<file path="src/rtl/regdisp_pkg.sv">
// ---------------------------------------------------------------------------
// regdisp_pkg : shared constants for the register display scanner
// Revision    : 1.0
// ---------------------------------------------------------------------------
`default_nettype none

package regdisp_pkg;

    localparam int NUM_DIGITS = 4;
    localparam logic [6:0] SEG_BLANK = 7'b1111111;
    localparam logic [NUM_DIGITS-1:0] AN_OFF = 4'b1111;

    // Active-low {g,f,e,d,c,b,a}; the entry for hex F is written first.
    localparam logic [15:0][6:0] GLYPH_TABLE = {
        7'b0001110, 7'b0000110, 7'b0100001, 7'b1000110,
        7'b0000011, 7'b0001000, 7'b0010000, 7'b0000000,
        7'b1111000, 7'b0000010, 7'b0010010, 7'b0011001,
        7'b0110000, 7'b0100100, 7'b1111001, 7'b1000000
    };

endpackage

`default_nettype wire

</file>
<file path="src/rtl/reg_display_scan_hex7seg.sv">
// ---------------------------------------------------------------------------
// hex7seg  : combinational hex nibble to active-low seven-segment glyph
// Revision : 1.0
// ---------------------------------------------------------------------------
`default_nettype none

module hex7seg
    import regdisp_pkg::*;
(
    input  logic [3:0] nibble,
    output logic [6:0] seg
);

    assign seg = GLYPH_TABLE[nibble];

endmodule

`default_nettype wire

</file>
<file path="src/rtl/reg_display_scan.sv">
// ---------------------------------------------------------------------------
// reg_display_scan : reads the datapath register file through its debug port
//                    and scans the value onto a 4-digit seven-segment display.
// Build option     : REGDISP_BLANK_EN enables leading-zero blanking.
// Revision         : 1.0
// ---------------------------------------------------------------------------
`default_nettype none

module reg_display_scan
    import regdisp_pkg::*;
#(
    parameter int DIGIT_DIV = 1000,
    parameter int DWELL     = 256
) (
    input  logic                  clk,
    input  logic                  reset,
    input  logic [2:0]            sw_sel,
    input  logic                  auto_en,
    input  logic [15:0]           regdata,
    output logic [2:0]            regaddr,
    output logic [NUM_DIGITS-1:0] an,
    output logic [6:0]            seg,
    output logic                  dp
);

    localparam int DIV_W   = $clog2(DIGIT_DIV);
    localparam int DWELL_W = (DWELL > 1) ? $clog2(DWELL) : 1;
    localparam int DIGIT_W = $clog2(NUM_DIGITS);

    logic [DIV_W-1:0]   r_div_cnt;
    logic [DIGIT_W-1:0] r_digit_idx;
    logic [DWELL_W-1:0] r_dwell;
    logic [15:0]        r_shadow;

    logic               w_div_tc;
    logic               w_frame_end;
    logic [DIGIT_W-1:0] w_digit_next;
    logic [15:0]        w_shadow_next;
    logic [3:0]         w_nibble;
    logic [6:0]         w_glyph;
    logic               w_blank;

    assign w_div_tc      = (r_div_cnt == DIV_W'(DIGIT_DIV - 1));
    assign w_frame_end   = w_div_tc && (r_digit_idx == DIGIT_W'(NUM_DIGITS - 1));
    assign w_digit_next  = w_div_tc ? r_digit_idx + 1'b1 : r_digit_idx;
    assign w_shadow_next = w_frame_end ? regdata : r_shadow;

    // Outputs are registered from next-state values so an/seg move with digit_idx.
    assign w_nibble = w_shadow_next[{w_digit_next, 2'b00} +: 4];

    hex7seg u_hex7seg (
        .nibble (w_nibble),
        .seg    (w_glyph)
    );

`ifdef REGDISP_BLANK_EN
    assign w_blank = (w_digit_next != '0) &&
                     ((w_shadow_next >> {w_digit_next, 2'b00}) == 16'h0000);
`else
    assign w_blank = 1'b0;
`endif

    always_ff @(posedge clk) begin
        if (reset) begin
            r_div_cnt   <= '0;
            r_digit_idx <= '0;
            r_dwell     <= '0;
            r_shadow    <= 16'h0000;
            regaddr     <= 3'd0;
            an          <= AN_OFF;
            seg         <= SEG_BLANK;
            dp          <= 1'b1;
        end else begin
            r_div_cnt   <= w_div_tc ? '0 : r_div_cnt + 1'b1;
            r_digit_idx <= w_digit_next;
            r_shadow    <= w_shadow_next;
            an          <= ~(NUM_DIGITS'(1) << w_digit_next);
            seg         <= w_blank ? SEG_BLANK : w_glyph;
            dp          <= ~((w_digit_next == '0) && auto_en);

            // The shadow taken on an address-advance edge still belongs to the old register.
            if (!auto_en) begin
                regaddr <= sw_sel;
                r_dwell <= '0;
            end else if (w_frame_end) begin
                if (r_dwell == DWELL_W'(DWELL - 1)) begin
                    r_dwell <= '0;
                    regaddr <= regaddr + 3'd1;
                end else begin
                    r_dwell <= r_dwell + 1'b1;
                end
            end
        end
    end

endmodule

`default_nettype wire

</file>
<file path="config.mk">
export PLATFORM = sky130hd
export DESIGN_NAME = reg_display_scan
export DESIGN_NICKNAME = d
export VERILOG_FILES = /design/src/rtl/regdisp_pkg.sv /design/src/rtl/reg_display_scan_hex7seg.sv /design/src/rtl/reg_display_scan.sv
export SDC_FILE = /design/constraint.sdc
export NUM_CORES = 1
export LEC_CHECK = 0
export BUFFER_PORTS_ARGS = -buffer_cell sky130_fd_sc_hd__buf_2
export CAP_MARGIN = 10
export CORE_ASPECT_RATIO = 0.9
export CORE_MARGIN = 2
export CORE_UTILIZATION = 61
export CTS_CLUSTER_DIAMETER = 120
export DETAILED_ROUTE_END_ITERATION = 8
export PLACE_DENSITY = 0.84
export SLEW_MARGIN = 20
export SYNTH_ARGS = -nofsm -noshare
export SYNTH_HDL_FRONTEND = slang
export SYNTH_SLANG_ARGS = --single-unit
</file>
<file path="constraint.sdc">
create_clock -name clk -period 5 [get_ports clk]
set_input_delay 0.5 -clock clk [delete_from_list [all_inputs] [get_ports clk]]
set_output_delay 0.5 -clock clk [all_outputs]
set_load 0.005 [all_outputs]
</file>
==> flow_metrics.env, run 1 <==
export IMPL_synth_edf_count=0
export IMPL_rsz0062_at_grt="false"
export IMPL_p_leak_nw=1.118
export IMPL_n_fill_cell=331
export IMPL_routed_via_density=5.823
export IMPL_synth_cell_types=56
export IMPL_synth_fp_nets=325
export IMPL_drtAntennaViolNets=0
export IMPL_p_total_w=0.0007100
export IMPL_fin_crit_sh_pct=79.85
export IMPL_min_period_ns=3.993
export IMPL_drt_iter0_markers=216
export IMPL_path_clk_slew_ns=0.09
export IMPL_grt_pass1_vias=1981
export IMPL_synth_area_leaders="dfxtp_1 39%, nand2_1 5.6%, ha_1 4.8%"
export IMPL_drive_above_1_share_pct=20.31
export IMPL_max_freq_mhz=250.5
export IMPL_die_w_um=73.22
export IMPL_synth_flop_cell="dfxtp_1"
export IMPL_critPathKind="flip-flop to flip-flop"
export IMPL_clock_sinks=51
export IMPL_grt_pass1_wl_um=9087
export IMPL_hold_viol=0
export IMPL_htree_num_levels=2
export IMPL_synthCells=293
export IMPL_crit_path_end_kind="flip-flop"
export IMPL_yosysTopAreaCell="dfxtp_1"
export IMPL_swShare_pct=21.94
export IMPL_coreArea_um2=4101
export IMPL_start_util_pct=64.12
export IMPL_worstPathMaxFanout=18
export IMPL_cts_hold_buf=0
export IMPL_track_usage_pct=24.63
export IMPL_p_seq_share_pct=58.8
export IMPL_run_status="completed"
export IMPL_clk_path_buf_depth=2
export IMPL_maxSlewViolCount=0
export IMPL_synth_top_cell_area_share_pct=38.82
export IMPL_drv_cap=0
export IMPL_max_slew_margin_pct=36.98
export IMPL_tightest_slew_ns=0.9453
export IMPL_power_switching_w=0.0001557
export IMPL_synth_avg_cell_area_um2=8.976
export IMPL_gr_total_overflow=0
export IMPL_setup_viol=0
export IMPL_power_frac_comb_pct=4.6
export IMPL_clockRootBuffer="clkbuf_8"
export IMPL_io_buffers=36
export IMPL_dieArea_um2=4853
export IMPL_finalSetupTns_ns=0
export IMPL_cts_made_buffers=5
export IMPL_cp_required_ns=5.20
export IMPL_synthTopCellsByCount="51 x dfxtp_1, 39 x nand2_1, 29 x nor2_1"
export IMPL_place_congestion=0.8954
export IMPL_power_density_nw_per_um2=245.4
export IMPL_first_pass_iters=5
export IMPL_skew_ns=0.007259
export IMPL_nNetsFinal=351
export IMPL_dp_hpwl_um=3745
export IMPL_cts_tree="done"
export IMPL_async_flop_share_pct=0
export IMPL_grt_start_max_net_pins=24
export IMPL_cts_resized=0
export IMPL_synth_seq_area_share_pct=38.82
export IMPL_vdd_drop_max_mv=0.1869
export IMPL_vias=2143
export IMPL_synth_area_um2=2630
export IMPL_critPathLaunchType="flip-flop"
export IMPL_wl_per_cell_um=14.44
export IMPL_die_height_um=66.29
export IMPL_ios=37
export IMPL_routed_wl_um=5314
export IMPL_p_int_w=0.0005542
export IMPL_post_cts_setup_buffer_count=0
export IMPL_synthToLayoutAreaGrowth_pct=9.990
export IMPL_antenna_found_initial=0
export IMPL_core_rowCount=22
export IMPL_drc=0
export IMPL_antennaDiodeCount=0
export IMPL_arrival_ns=4.19
export IMPL_clk_latency_ns=0.31
export IMPL_synth_seq_cells=51
export IMPL_clkPwrFrac_pct=36.6
export IMPL_yosysMostFrequentCell="dfxtp_1"
export IMPL_yosys_warnings=0
export IMPL_hold_path_class="input pin to flip-flop"
[through the flow]
step           utilization (%)  instance area [µm²]  hold WS, ns  instances  setup slack (ns)
2_1_floorplan                -                 2630       0.4298        293             1.989
3_3_place_gp             68.00                 2789       0.4463        360             1.215
3_5_place_dp             68.00                 2789       0.4562        360             1.063
4_1_cts                  70.53                 2893       0.4264        368             1.028
5_1_grt                  70.53                 2893       0.4387        368            0.6124
6_report                 70.53                 2893       0.4386        368             1.007
[placed cells by master (no fill, tap or decap), types with 2 or more instances in the layout]
| cell | instances |
|---|---|
| nand4_1 | 7 |
| and3_1 | 4 |
| a221o_1 | 3 |
| a31oi_1 | 4 |
| a211oi_1 | 3 |
| o21ai_0 | 6 |
| and2_1 | 3 |
| a311oi_1 | 2 |
| buf_2 | 36 |
| mux2_2 | 5 |
| dfxtp_1 | 51 |
| xor2_1 | 10 |
| a21oi_1 | 15 |
| nand2b_1 | 2 |
| nor2_1 | 29 |
| ha_1 | 10 |
| nand3_1 | 12 |
| mux4_2 | 2 |
| o221ai_1 | 2 |
| and4_1 | 6 |
| or3b_4 | 2 |
| clkbuf_8 | 7 |
| nand2_1 | 39 |
| o31ai_1 | 2 |
| xnor2_1 | 8 |
| or2_2 | 2 |
| or3_1 | 2 |
| a21o_1 | 2 |
| inv_1 | 9 |
| o21ai_1 | 2 |
| mux2i_1 | 9 |
[final cells by class]
class                           instances  area, µm²  share of cell area, %
Clock inverter                          1      7.507                 0.2595
Tap cell                               48      60.06                  2.076
Sequential cell                        51       1021                  35.29
Inverter                                9      33.78                  1.168
Timing Repair Buffer                   36      180.2                  6.228
Multi-Input combinational cell        216       1494                  51.64
Clock buffer                            7      96.34                  3.330
[power by group through the flow]
| stage | Sequential (W) | Combinational (W) | Clock (W) |
|---|---|---|---|
| 4_1_cts | 0.000417 | 0.0000327 | 0.000267 |
| 3_3_place_gp | 0.000427 | 0.0000322 | 0 |
| 3_5_place_dp | 0.000427 | 0.0000324 | 0 |
| 2_1_floorplan | 0.000426 | 0.0000152 | 0 |
| 5_1_grt | 0.000418 | 0.0000367 | 0.000287 |
| 6_report | 0.000417 | 0.0000326 | 0.000260 |
[path summary, 6_finish.rpt]
kind | from | end | slack, ns | depth (start not counted)
setup / recovery | r_digit_idx[0] | seg[6] | 1.01 | 10
hold / removal | auto_en | dp | 0.44 | 2
setup reg to reg | r_digit_idx[0] | seg[6] | 1.01 | 10
hold reg to reg | r_div_cnt[0] | r_div_cnt[0] | 0.47 | 1
[cell families (layout without fill, tap and decap cells)]
logic type / count (synthesis) / in the layout / synth area share [%]
buffers and inverters: 26 / 53 / 4.377
AND/OR/NAND/NOR: 117 / 117 / 22.69
adder cells (fa/ha/maj): 10 / 10 / 4.757
flip-flops: 51 / 51 / 38.82
XOR/XNOR: 18 / 18 / 5.994
multiplexers: 18 / 18 / 8.277
AO/OA/AOI/OAI: 53 / 53 / 15.08
[layer usage]
layer,routed length [µm],GRT usage [%],up-vias
met5,0,0,-
met4,76,8.796,0
met3,302,6.555,6
met2,2386,35.14,67
met1,2548,35.38,982
li1,-,-,1088
[flip-flops by register name, indices dropped and copies added (netlist names)]
register	flops
r_digit_idx	2
dp	1
r_shadow	16
an	4
regaddr	3
r_div_cnt	10
r_dwell	8
seg	7
[worst max-delay path, stage by stage (launching register included)]
cell	delay (ns)
dfxtp_1	0.78
ha_1	0.66
nand4_4	0.36
mux2i_1	0.30
o21ai_1	0.08
nor3b_1	0.59
inv_1	0.20
ha_1	0.28
nand2_1	0.08
a21bo_1	0.21
a221o_1	0.33
(Power assumes the default switching activity.)
==> run 2, diff against run 1 <==
CORE_UTILIZATION = 51   (was 61)
PLACE_DENSITY = 0.75   (was 0.84)
clock period = 3.6 ns   (was 5 ns; I/O delays follow)
==> run 2 against run 1 <==
Register-to-register slack lost 0.45 ns. Critical path depth rose by 2. Clock skew shrank 0.00078 ns. Sequential share of layout area is 0.95 points lower. Critical endpoint unchanged.
==> flow_metrics.env, run 2 (synthesized netlist as in run 1, its figures left out) <==
export IMPL_dpl_cell_area_um2=2855
export IMPL_finalSetupTns_ns=0
export IMPL_die_height_um=72.13
export IMPL_r2r_cells=12
export IMPL_critPathLaunchType="flip-flop"
export IMPL_dpl_worst_slack_ns=0.5881
export IMPL_setup_ws_ns=0.5584
export IMPL_wl_per_cell_um=13.71
export IMPL_io_buffers=36
export IMPL_p_leak_nw=1.159
export IMPL_vdd_drop_max_mv=0.2099
export IMPL_cts_made_buffers=5
export IMPL_antenna_found_initial=0
export IMPL_nNetsFinal=357
export IMPL_critPathKind="flip-flop to flip-flop"
export IMPL_cts_resized=0
export IMPL_post_cts_setup_buffer_count=0
export IMPL_routed_wl_um=5361
export IMPL_clk_path_buf_depth=2
export IMPL_die_w_um=79.70
export IMPL_grt_start_max_net_pins=24
export IMPL_start_util_pct=53.73
export IMPL_coreArea_um2=4895
export IMPL_clock_sinks=51
export IMPL_final_util_pct=60.74
export IMPL_layout_commonest_cell="dfxtp_1"
export IMPL_power_density_nw_per_um2=349.1
export IMPL_grt_pass1_wl_um=8887
export IMPL_antennaDiodeCount=0
export IMPL_synthToLayoutAreaGrowth_pct=13.04
export IMPL_first_pass_iters=6
export IMPL_rsz0062_at_grt="false"
export IMPL_track_usage_pct=19.65
export IMPL_dp_hpwl_um=3897
export IMPL_arrival_ns=3.24
export IMPL_largest_reg_flops=16
export IMPL_hold_depth=2
export IMPL_skew_ns=0.006477
export IMPL_dieArea_um2=5748
export IMPL_clk_latency_ns=0.31
export IMPL_min_period_ns=3.042
export IMPL_drv_cap=0
export IMPL_fin_crit_sh_pct=84.49
export IMPL_tightest_slew_ns=0.5576
export IMPL_n_fill_cell=431
export IMPL_clockRootBuffer="clkbuf_8"
export IMPL_worstPathMaxFanout=15
export IMPL_maxSlewViolCount=0
export IMPL_drtAntennaViolNets=0
export IMPL_htree_num_levels=2
export IMPL_crit_path_end_kind="flip-flop"
export IMPL_final_cell_mix="51 x dfxtp_1, 39 x nand2_1, 36 x buf_2"
export IMPL_vias=2139
export IMPL_place_congestion=0.8181
export IMPL_hold_path_class="input pin to flip-flop"
export IMPL_cp_required_ns=3.80
export IMPL_gr_total_overflow=0
export IMPL_routed_via_density=5.471
export IMPL_setup_viol=0
export IMPL_cts_hold_buf=0
export IMPL_grt_pass1_vias=1918
export IMPL_path_clk_slew_ns=0.09
export IMPL_drive_above_1_share_pct=21.78
export IMPL_run_status="completed"
export IMPL_cts_tree="done"
export IMPL_drt_iter0_markers=133
export IMPL_ios=37
export IMPL_hold_viol=0
export IMPL_max_slew_margin_pct=62.66
export IMPL_drc=0
export IMPL_top_regs="r_shadow (16), r_div_cnt (10), r_dwell (8)"
export IMPL_top_register="r_shadow"
export IMPL_fin_area_um2=2973
export IMPL_max_freq_mhz=328.8
export IMPL_core_rowCount=24
## run 2: critical path, cell delays in order (launching register included)
cell and delay (ns):
dfxtp_1 0.39, ha_1 0.27, and3_1 0.35, nand4_4 0.27
mux2i_1 0.30, o21ai_1 0.08, nor3b_1 0.19, buf_4 0.18
inv_1 0.08, ha_1 0.23, nand2_1 0.08, a21bo_1 0.20
a221o_1 0.33
## run 2: stage by stage
step	hold WS, ns	power, W	instances
after floorplan	0.4298	0.0006134	293
after global placement	0.4436	0.0006378	383
after detailed placement	0.4514	0.0006383	383
after CTS	0.2885	0.001047	391
after global routing	0.2964	0.001077	391
final	0.2957	0.001038	391
## run 2: area by class of cell
cell class                 instances  area [µm²]  area share (%)
multi-input combinational        216        1494           50.25
sequential                        51        1021           34.34
timing repair buffer              42       225.2           7.576
clock buffer                       6       82.58           2.778
tap                               65       81.33           2.736
clock inverter                     2       35.03           1.178
inverter                           9       33.78           1.136
## run 2: where the power goes
group	leakage, nW	internal (W)	switching, W
Sequential	0.415	0.000574	0.00000589
Combinational	0.683	0.0000212	0.0000242
Clock	0.0612	0.000225	0.000188
Total	1.16	0.000820	0.000218
## run 2: path summary, 6_finish.rpt
kind	from	end	slack, ns
setup reg to reg	r_div_cnt[0]	seg[6]	0.56
hold / removal	auto_en	dp	0.30
hold reg to reg	r_shadow[5]	r_shadow[5]	0.46
setup / recovery	r_div_cnt[0]	seg[6]	0.56
## run 2: per-layer routing
layer	vias up	part of all wire [%]	GRT usage (%)	wire length, µm
li1	1091	-	-	-
met1	998	50	27.84	2699
met5	-	0	0	0
met3	7	4.3	3.731	229
met4	0	1.3	7.854	72
met2	43	44	29.60	2360
